===== src/rtl/rom_port_arbiter.sv =====
// Two-port round-robin arbiter in front of a single-read-port pattern ROM.
// Accepts one request per cycle and returns data on a fixed 2-cycle pipeline.
module rom_port_arbiter #(
    parameter int DATA_W   = 10,
    parameter int ADDR_W   = 11,
    parameter int MAX_ADDR = 1023
) (
    input  logic              clk,
    input  logic              rst_n,
    input  logic              req0,
    input  logic              req1,
    input  logic [ADDR_W-1:0] addr0,
    input  logic [ADDR_W-1:0] addr1,
    input  logic              lock0,
    input  logic              lock1,
    output logic              gnt0,
    output logic              gnt1,
    output logic              rvalid0,
    output logic              rvalid1,
    output logic              err,
    output logic [DATA_W-1:0] rdata,
    output logic              rom_en,
    output logic [ADDR_W-1:0] rom_addr,
    input  logic [DATA_W-1:0] rom_data
);

    localparam logic [ADDR_W-1:0] MAX_A = ADDR_W'(MAX_ADDR);

    // Arbitration state: rr pointer and the port accepted in the previous cycle.
    logic              rr_q, rr_d;
    logic              own_vld_q, own_vld_d;
    logic              own_id_q, own_id_d;

    // Stage A (ROM access) and stage B (response).
    logic              a_vld_q, a_vld_d;
    logic              a_port_q, a_port_d;
    logic              a_err_q, a_err_d;
    logic              rom_en_q, rom_en_d;
    logic [ADDR_W-1:0] rom_addr_q, rom_addr_d;
    logic              rvalid0_q, rvalid0_d;
    logic              rvalid1_q, rvalid1_d;
    logic              err_q, err_d;
    logic [DATA_W-1:0] rdata_q, rdata_d;

    logic              own_hold;
    logic              accept;
    logic              win_id;
    logic [ADDR_W-1:0] sel_addr;
    logic              sel_lock;
    logic              oor;

    always_comb begin
        gnt0 = 1'b0;
        gnt1 = 1'b0;
        own_hold = own_vld_q && (own_id_q ? (lock1 && req1) : (lock0 && req0));
        if (rst_n) begin
            if (own_hold) begin
                gnt0 = ~own_id_q;
                gnt1 = own_id_q;
            end else if (req0 && req1) begin
                gnt0 = ~rr_q;
                gnt1 = rr_q;
            end else begin
                gnt0 = req0;
                gnt1 = req1;
            end
        end

        accept   = gnt0 | gnt1;
        win_id   = gnt1;
        sel_addr = win_id ? addr1 : addr0;
        sel_lock = win_id ? lock1 : lock0;
        oor      = sel_addr > MAX_A;

        // A locked accept keeps the pointer where it is so the burst owner stays favoured.
        rr_d      = (accept && !sel_lock) ? ~win_id : rr_q;
        own_vld_d = accept;
        own_id_d  = win_id;

        a_vld_d    = accept;
        a_port_d   = win_id;
        a_err_d    = accept && oor;
        rom_en_d   = accept && !oor;
        rom_addr_d = (accept && !oor) ? sel_addr : '0;

        rvalid0_d = a_vld_q && !a_port_q;
        rvalid1_d = a_vld_q && a_port_q;
        err_d     = a_vld_q && a_err_q;
        rdata_d   = rdata_q;
        if (a_vld_q) begin
            rdata_d = a_err_q ? '0 : rom_data;
        end
    end

    always_ff @(posedge clk or negedge rst_n) begin
        if (!rst_n) begin
            rr_q       <= 1'b0;
            own_vld_q  <= 1'b0;
            own_id_q   <= 1'b0;
            a_vld_q    <= 1'b0;
            a_port_q   <= 1'b0;
            a_err_q    <= 1'b0;
            rom_en_q   <= 1'b0;
            rom_addr_q <= '0;
            rvalid0_q  <= 1'b0;
            rvalid1_q  <= 1'b0;
            err_q      <= 1'b0;
            rdata_q    <= '0;
        end else begin
            rr_q       <= rr_d;
            own_vld_q  <= own_vld_d;
            own_id_q   <= own_id_d;
            a_vld_q    <= a_vld_d;
            a_port_q   <= a_port_d;
            a_err_q    <= a_err_d;
            rom_en_q   <= rom_en_d;
            rom_addr_q <= rom_addr_d;
            rvalid0_q  <= rvalid0_d;
            rvalid1_q  <= rvalid1_d;
            err_q      <= err_d;
            rdata_q    <= rdata_d;
        end
    end

    assign rom_en   = rom_en_q;
    assign rom_addr = rom_addr_q;
    assign rvalid0  = rvalid0_q;
    assign rvalid1  = rvalid1_q;
    assign err      = err_q;
    assign rdata    = rdata_q;

endmodule


===== config.mk =====
export PLATFORM = sky130hd
export DESIGN_NAME = rom_port_arbiter
export DESIGN_NICKNAME = d
export VERILOG_FILES = /design/src/rtl/rom_port_arbiter.sv
export SDC_FILE = /design/constraint.sdc
export NUM_CORES = 1
export LEC_CHECK = 0
export CORE_MARGIN = 2
export CORE_UTILIZATION = 43
export CTS_BUF_LIST = sky130_fd_sc_hd__clkbuf_2 sky130_fd_sc_hd__clkbuf_4 sky130_fd_sc_hd__clkbuf_8
export DETAILED_ROUTE_END_ITERATION = 10
export GPL_TIMING_DRIVEN = 0
export PLACE_DENSITY = 0.84
export REMOVE_ABC_BUFFERS = 1
export SYNTH_ARGS = -nofsm -noshare
export SYNTH_HDL_FRONTEND = slang
export SYNTH_SLANG_ARGS = --single-unit

===== constraint.sdc =====
create_clock -name clk -period 2.9 [get_ports clk]
set_input_delay 0.58 -clock clk [delete_from_list [all_inputs] [get_ports clk]]
set_output_delay 0.58 -clock clk [all_outputs]
set_load 0.02 [all_outputs]

# [After elaboration in Yosys (flattened, before gate mapping)]
# Index checks and enable logic that the tools add are counted.
[word_totals] ff_bits=29 latch_bits=0 ramBits=0 mem_bits_ro=0 inputBits=38 output_inout_bits=27 memories=0
[op_classes] n_addsub=0 n_mul=0 n_div=0 magnitude_cmp=1 n_eq_ne=0 shifts=0 mux=11 bitwise=4 reduce_logical=13
[op_table] operator="$mux 11" count=2
[op_table] operator="$gt 11x10->1 const B" count=1
[op_table] operator="$logic_and 1x1->1" count=10
[op_table] operator="$mux 10" count=1
[op_table] operator="$mux 1" count=8
[op_table] operator="$logic_not 1->1" count=3
[op_table] operator="$not 1->1" count=3
[op_table] operator="$or 1x1->1" count=1

# [Longest topological paths before layout]
# Gate-level depths: netlist of the first run.
[depth] depth_word=10 mapped_depth=5 mapped_depth_nobuf=4

# [Worst setup path after synthesis of the first run]
# OpenSTA, ideal clock, no wires.
[synth_path] path_kind="input-to-output" startpoint="in lock1" endpoint="out gnt0" arrival_ns=1.297 required_time_ns=2.320 slack_ns=1.023 stages=3 path_buffers=0 path_cell_list="a21o_1 a22o_1 a21oi_1"
[synth_via] elab_chain_len=5
[synth_lines] item="from (decl)" line="15" source="input logic lock1,"
[synth_lines] item="$logic_and 1x1->1" line="55" source="own_hold = own_vld_q && (own_id_q ? (lock1 && req1) : (lock0 && req0));"
[synth_lines] item="$mux 1" line="55"
[synth_lines] item="$logic_and 1x1->1" line="55"
[synth_lines] item="$mux 1" line="57" source="if (own_hold) begin"
[synth_lines] item="$mux 1" line="56" source="if (rst_n) begin"
[synth_lines] item="to (decl)" line="16" source="output logic gnt0,"
# Every way passes these cells.

# [Final worst setup path of the first run]
# Same ends and word-level chain as after synthesis.

==> run_results.csv, run 1 <==
group,metric,value,unit
drt,via_per_inst,4.95,
cts,root_buffer,"clkbuf_4",
placed_design,dp_cells,212,
worst_setup_path,crit_required,2320,ps
synthesis,netlist_area,0.00124,mm2
flow_run,maxCapViolations,0,
finish,area_growth,57.6,%
cts,clock-sinks,29,
cts,clk_pin_slew,90,ps
floorplan,start_util,45.1,%
sta,finClkSkew,7.53,ps
sta,setup_slack,119,ps
floorplan,die_y,57.8,um
floorplan,core.rowCount,19,
placed_design,detailed_place_hpwl,2110,um
worst_setup_path,cp.arrival,2200,ps
sta,finalSetupViolations,0,
power_and_ir_drop,p_int,691,uW
power_and_ir_drop,switchingPower,262,uW
drt,post_drt_wl_per_cell,13.0,um
synthesis,synthArstFlopShare,100,%
cts,clockBufferDepth,2,
sta,min_period_over_period,95.9,%
synthesis,synth_area_leaders,"dfrtp_1 (58%), mux2i_1 (8.8%), nand2_1 (7.8%)",
synthesis,synth.most_common_cell,"dfrtp_1",
floorplan,pin_count,65,
cts,htreeDepth,2,
worst_setup_path,critPathKind,"in2out",
synthesis,synth.distinct_cells,23,
sta,worst_pin_slew,697,ps
min_path,hp-class,"in2async",
floorplan,die_w,57.8,um
global_route,grt_pass1_vias,1099,
cts,clock_latency,320,ps
drt,wl,2870,um
worst_setup_path,cp-start-kind,"input port",
sta,timing.final.max_slew_violations,0,
drt,drt_first_pass_iters,4,
global_route,grt_usage,19.8,%
global_route,grt_max_degree,33,
power_and_ir_drop,p_leak,0.000861,uW
synthesis,yosysTopAreaCell,"dfrtp_1",
worst_setup_path,cp-endpoint,"gnt0",
finish,layout.nets,227,
worst_setup_path,rr_worst_depth,5,
floorplan,coreArea,0.00276,mm2
global_route,grt_overflow,0,
power_and_ir_drop,p_per_area,486,mW/mm2
placed_design,post_dp_cell_area,0.00190,mm2
sta,tns,0,ps
worst_setup_path,end_kind,"output pin",
outcome,outcome,"finished clean",
synthesis,synth_common_cells,"dfrtp_1 (29), nand2_1 (26), inv_1 (12)",
cts,cts_buffers,5,
finish,layout-drive-gt1-share,6.84,%
synthesis,synth_cells,122,
power_and_ir_drop,p_seq_share,48.5,%
power_and_ir_drop,ir_drop,398,uV
power_and_ir_drop,pwr-share-clk,27.0,%
cts,cts_tree,"done",
placed_design,gp_congestion,0.773,
worst_setup_path,timing.rr.start,"a_vld_q",
drt,drc,0,
drt,drt_iter0_drc,27,
sta,max_freq,0.360,GHz
synthesis,synth_edf_count,0,
synthesis,synth_top_area_share,58.3,%
synthesis,syn_area_per_cell,10.2,um2
worst_setup_path,r2r_slack,1170,ps
sta,fin_crit,2780,ps
worst_setup_path,crit_start,"lock1",
drt,vias,1093,
finish,antennaDiodeCount,0,
global_route,antenna_found_initial,0,
finish,utilization,71.1,%
sta,grt_setup_unrepaired,"false",
power_and_ir_drop,power_switching_share,27.5,%
synthesis,ys.flop_type,"dfrtp_1",
sta,slew_headroom,53.4,%
floorplan,dieArea,0.00334,mm2
synthesis,yosysWarnings,0,
finish,fin_cells,221,
worst_setup_path,worstReg2RegEnd,"rom_en",
synthesis,ys_seq_elements,29,
synthesis,ys_seq_area_share,58.3,%
placed_design,pre_cts_ws,-1250,ps
placed_design,numPortBuffers,64,
sta,final_hold_viol_count,0,
global_route,grt_pass1_wl,4860,um
worst_setup_path,critPathMaxFanout,3,
drt,drtAntennaViolNets,0,
finish,final_area,0.00196,mm2
power_and_ir_drop,combPwrFrac,24.4,%
-- power groups by stage --
stage / logic, uW / registers [uW] / clock network, uW
6_report: 233 / 462 / 257
5_1_grt: 253 / 467 / 284
4_1_cts: 235 / 462 / 268
3_5_place_dp: 234 / 470 / 0
3_3_place_gp: 228 / 468 / 0
2_1_floorplan: 63.6 / 503 / 0
-- repair_timing --
action                     4_1_cts  5_1_grt
setup endpoints to repair       13        0
hold buffers                     0        0
setup buffers                    1        0
gates resized for setup          7        0
-- worst max-delay path: stages --
cell and delay (ps):
clkdlybuf4s50_1 440, a21o_1 170, a22o_1 210, a21oi_1 160, clkdlybuf4s50_1 630
-- worst min path at each step --
stage | start | to
finish | rst_n | rom_addr[8]
floorplan | rst_n | a_err_q
global placement | a_port_q | rvalid0
detailed placement | a_port_q | rvalid0
CTS | rst_n | rom_addr[8]
global route | rst_n | rom_addr[8]
-- flip-flops by register name, summed over array words and instances (netlist names) --
register  count
a_err_q       1
a_port_q      1
a_vld_q       1
err           1
rdata        10
rom_addr     11
rom_en        1
rr_q          1
rvalid0       1
rvalid1       1
-- metrics by stage --
stage	total power, uW	hold WS [ps]
global placement	696	473
finish	953	160
CTS	965	160
floorplan	566	284
detailed placement	704	481
global route	1000	178
-- cells by family (layout without fill, tap and decap cells) --
logic type	count (synthesis)	after routing	synth area share [%]
compound gates	17	17	7.64
buf+inv	17	85	5.93
flops	29	29	58.3
mux	12	12	9.75
other cells	1	1	0.301
simple gates	46	46	18.1
-- cells in the final DEF (no fill, tap or decap), types with 4 or more instances in the layout --
cell              n
clkbuf_4          8
clkdlybuf4s50_1  63
dfrtp_1          28
inv_1            12
mux2i_1          11
nand2_1          26
nand3b_1          7
nor2_1            4
o21ai_0          11
-- final cells by class --
type / instances / area [um2]
Timing Repair Buffer: 65 / 646
Fill cell: 214 / 796
Tap cell: 31 / 38.8
Clock buffer: 8 / 60.1
Inverter: 12 / 45.0
Sequential cell: 29 / 727
Multi-Input combinational cell: 76 / 445
-- per-layer routing --
| metal | part of all wire (%) | vias to the layer above | global-route usage (%) |
|---|---|---|---|
| li1 | - | 522 | - |
| met1 | 39 | 505 | 21.3 |
| met2 | 48 | 56 | 32.8 |
| met3 | 11 | 10 | 8.48 |
| met4 | 2.4 | 0 | 11.0 |
| met5 | 0 | - | 0 |
No activity file was read; power rests on OpenSTA's default activity.
==> run 2, diff against run 1 <==
Settings changed: CTS_BUF_LIST sky130_fd_sc_hd__clkbuf_2 sky130_fd_sc_hd__clkbuf_4 sky130_fd_sc_hd__clkbuf_8 to sky130_fd_sc_hd__clkbuf_8, PLACE_DENSITY 0.84 to 0.83.
==> run_results.csv, run 2 (same netlist as run 1, synthesis figures left out) <==
group,metric,value,unit
outcome,outcome,"finished clean",
cts,cts_buffers,5,
global_route,antenna_found_initial,0,
cts,htreeDepth,2,
worst_setup_path,path_buf_inv,2,
drt,via_per_inst,4.82,
finish,num-fill-cells,227,
placed_design,numPortBuffers,64,
floorplan,coreArea,0.00276,mm2
drt,wl,2940,um
global_route,grt_usage,19.0,%
drt,drt_iter0_drc,16,
power_and_ir_drop,p_per_area,501,mW/mm2
worst_setup_path,crit_required,2320,ps
worst_setup_path,cp.arrival,2270,ps
worst_setup_path,crit_top_cell,"clkdlybuf4s50_1",
worst_setup_path,critical-path-max-stage-delay,640,ps
flow_run,maxCapViolations,0,
floorplan,start_util,45.1,%
drt,drtAntennaViolNets,0,
sta,finClkSkew,2.06,ps
finish,final_common_cell,"clkdlybuf4s50_1",
cts,clk_pin_slew,50,ps
worst_setup_path,end_kind,"output pin",
floorplan,die_y,57.8,um
global_route,grt-busiest-layer,"met2",
finish,layout.nets,227,
sta,worst_pin_slew,705,ps
worst_setup_path,rr_worst_depth,5,
worst_setup_path,r2r_slack,970,ps
floorplan,core.rowCount,19,
global_route,grt_pass1_vias,1051,
worst_setup_path,path_cells,"clkdlybuf4s50_1 -> a21o_1 -> a22o_1 -> a21oi_1 -> clkdlybuf4s50_1",
finish,antennaDiodeCount,0,
worst_setup_path,critPathKind,"in2out",
floorplan,die_w,57.8,um
placed_design,gp_congestion,0.746,
global_route,grt_overflow,0,
sta,slew_headroom,52.8,%
placed_design,detailed_place_hpwl,2180,um
power_and_ir_drop,ir_drop,495,uV
cts,clock_latency,270,ps
finish,layout-drive-gt1-share,4.74,%
worst_setup_path,cp-start-kind,"input port",
cts,cts_tree,"done",
min_path,hp-class,"in2async",
global_route,grt_max_degree,33,
finish,area_growth,59.1,%
finish,largest_reg_flops,11,
cts,root_buffer,"clkbuf_8",
sta,min_period_over_period,98.1,%
sta,finalSetupViolations,0,
finish,utilization,71.8,%
drt,post_drt_wl_per_cell,13.3,um
global_route,use_met3,11.8,%
cts,cts-hold-fix-buffers,0,
worst_setup_path,timing.rr.start,"a_vld_q",
drt,drc,0,
power_and_ir_drop,p_leak,0.000878,uW
floorplan,pin_count,65,
sta,grt_setup_unrepaired,"false",
cts,clock-sinks,29,
sta,fin_crit,2850,ps
sta,max_freq,0.351,GHz
worst_setup_path,crit_start,"lock1",
worst_setup_path,slowest_stage,"clkdlybuf4s50_1",
worst_setup_path,critPathMaxFanout,3,
drt,vias,1066,
sta,tns,0,ps
sta,final_hold_viol_count,0,
worst_setup_path,worstReg2RegEnd,"rom_en",
floorplan,dieArea,0.00334,mm2
global_route,use_met1,20.6,%
worst_setup_path,critPathTopFamily,"buffers and inverters",
global_route,grt_pass1_wl,4590,um
sta,timing.final.max_slew_violations,0,
global_route,met2_usage,30.4,%
drt,drt_first_pass_iters,2,
finish,final_cell_mix,"clkdlybuf4s50_1 (63), dfrtp_1 (29), nand2_1 (26)",
cts,clockBufferDepth,2,
run 2: changes by cell type in the layout (fill, tap and decap cells not counted):
cell,delta
clkbuf_8,+5
dfrtp_1,+1
clkbuf_4,-8
dfrtp_2,-1
inv_1,+3
run 2: report_power, final:
group | total, uW | switching [uW] | internal, uW | leakage, uW
Sequential | 463 | 22.9 | 440 | 0.000377
Combinational | 234 | 106 | 128 | 0.000449
Clock | 295 | 136 | 159 | 0.0000519
Total | 992 | 265 | 726 | 0.000878
run 2: worst register-to-register path, cell delays in order (launching register included):
cell and delay (ps):
dfrtp_1 720, nand2_1 150, o21ai_1 310, nor2_4 80
buf_4 210, mux2_1 340
run 2: metal layers:
layer	up-vias	routed length [um]
li1	526	-
met1	476	1120
met2	58	1370
met3	6	399
met4	0	49
met5	-	0
run 2: what timing repair did:
item,CTS,global route
gates resized for setup,6,0
buffers inserted,1,0
endpoints found under the setup margin,13,0
run 2: worst max-delay path by stage:
stage,to,cells after the start
after global placement,gnt1,4
after detailed placement,gnt1,4
final,gnt0,5
after floorplan,gnt0,3
after global routing,gnt0,4
after CTS,gnt0,5
run 2: layout make-up:
class / instances / area, um2 / area share, %
Inverter: 12 / 45.0 / 2.27
Multi-Input combinational cell: 76 / 445 / 22.5
Clock buffer: 5 / 68.8 / 3.47
Clock inverter: 3 / 11.3 / 0.569
Tap cell: 31 / 38.8 / 1.96
Sequential cell: 29 / 726 / 36.6
Timing Repair Buffer: 65 / 646 / 32.6
run 2: metrics by stage:
stage	total power (uW)	cell area (um2)	instances	hold slack, ps	setup WS [ps]
after detailed placement	704	1900	212	467	-1210
after floorplan	566	1220	117	284	997
final	992	1980	221	224	54.0
after global routing	1040	1980	221	248	38.2
after global placement	696	1900	212	477	-1180
after CTS	1010	1980	221	229	69.5
==> run 3, diff against run 2 <==
Settings changed: TNS_END_PERCENT from default to 10.
==> results of run 3 <==
The final DEF is identical to that of run 2; final timing and power are the same.
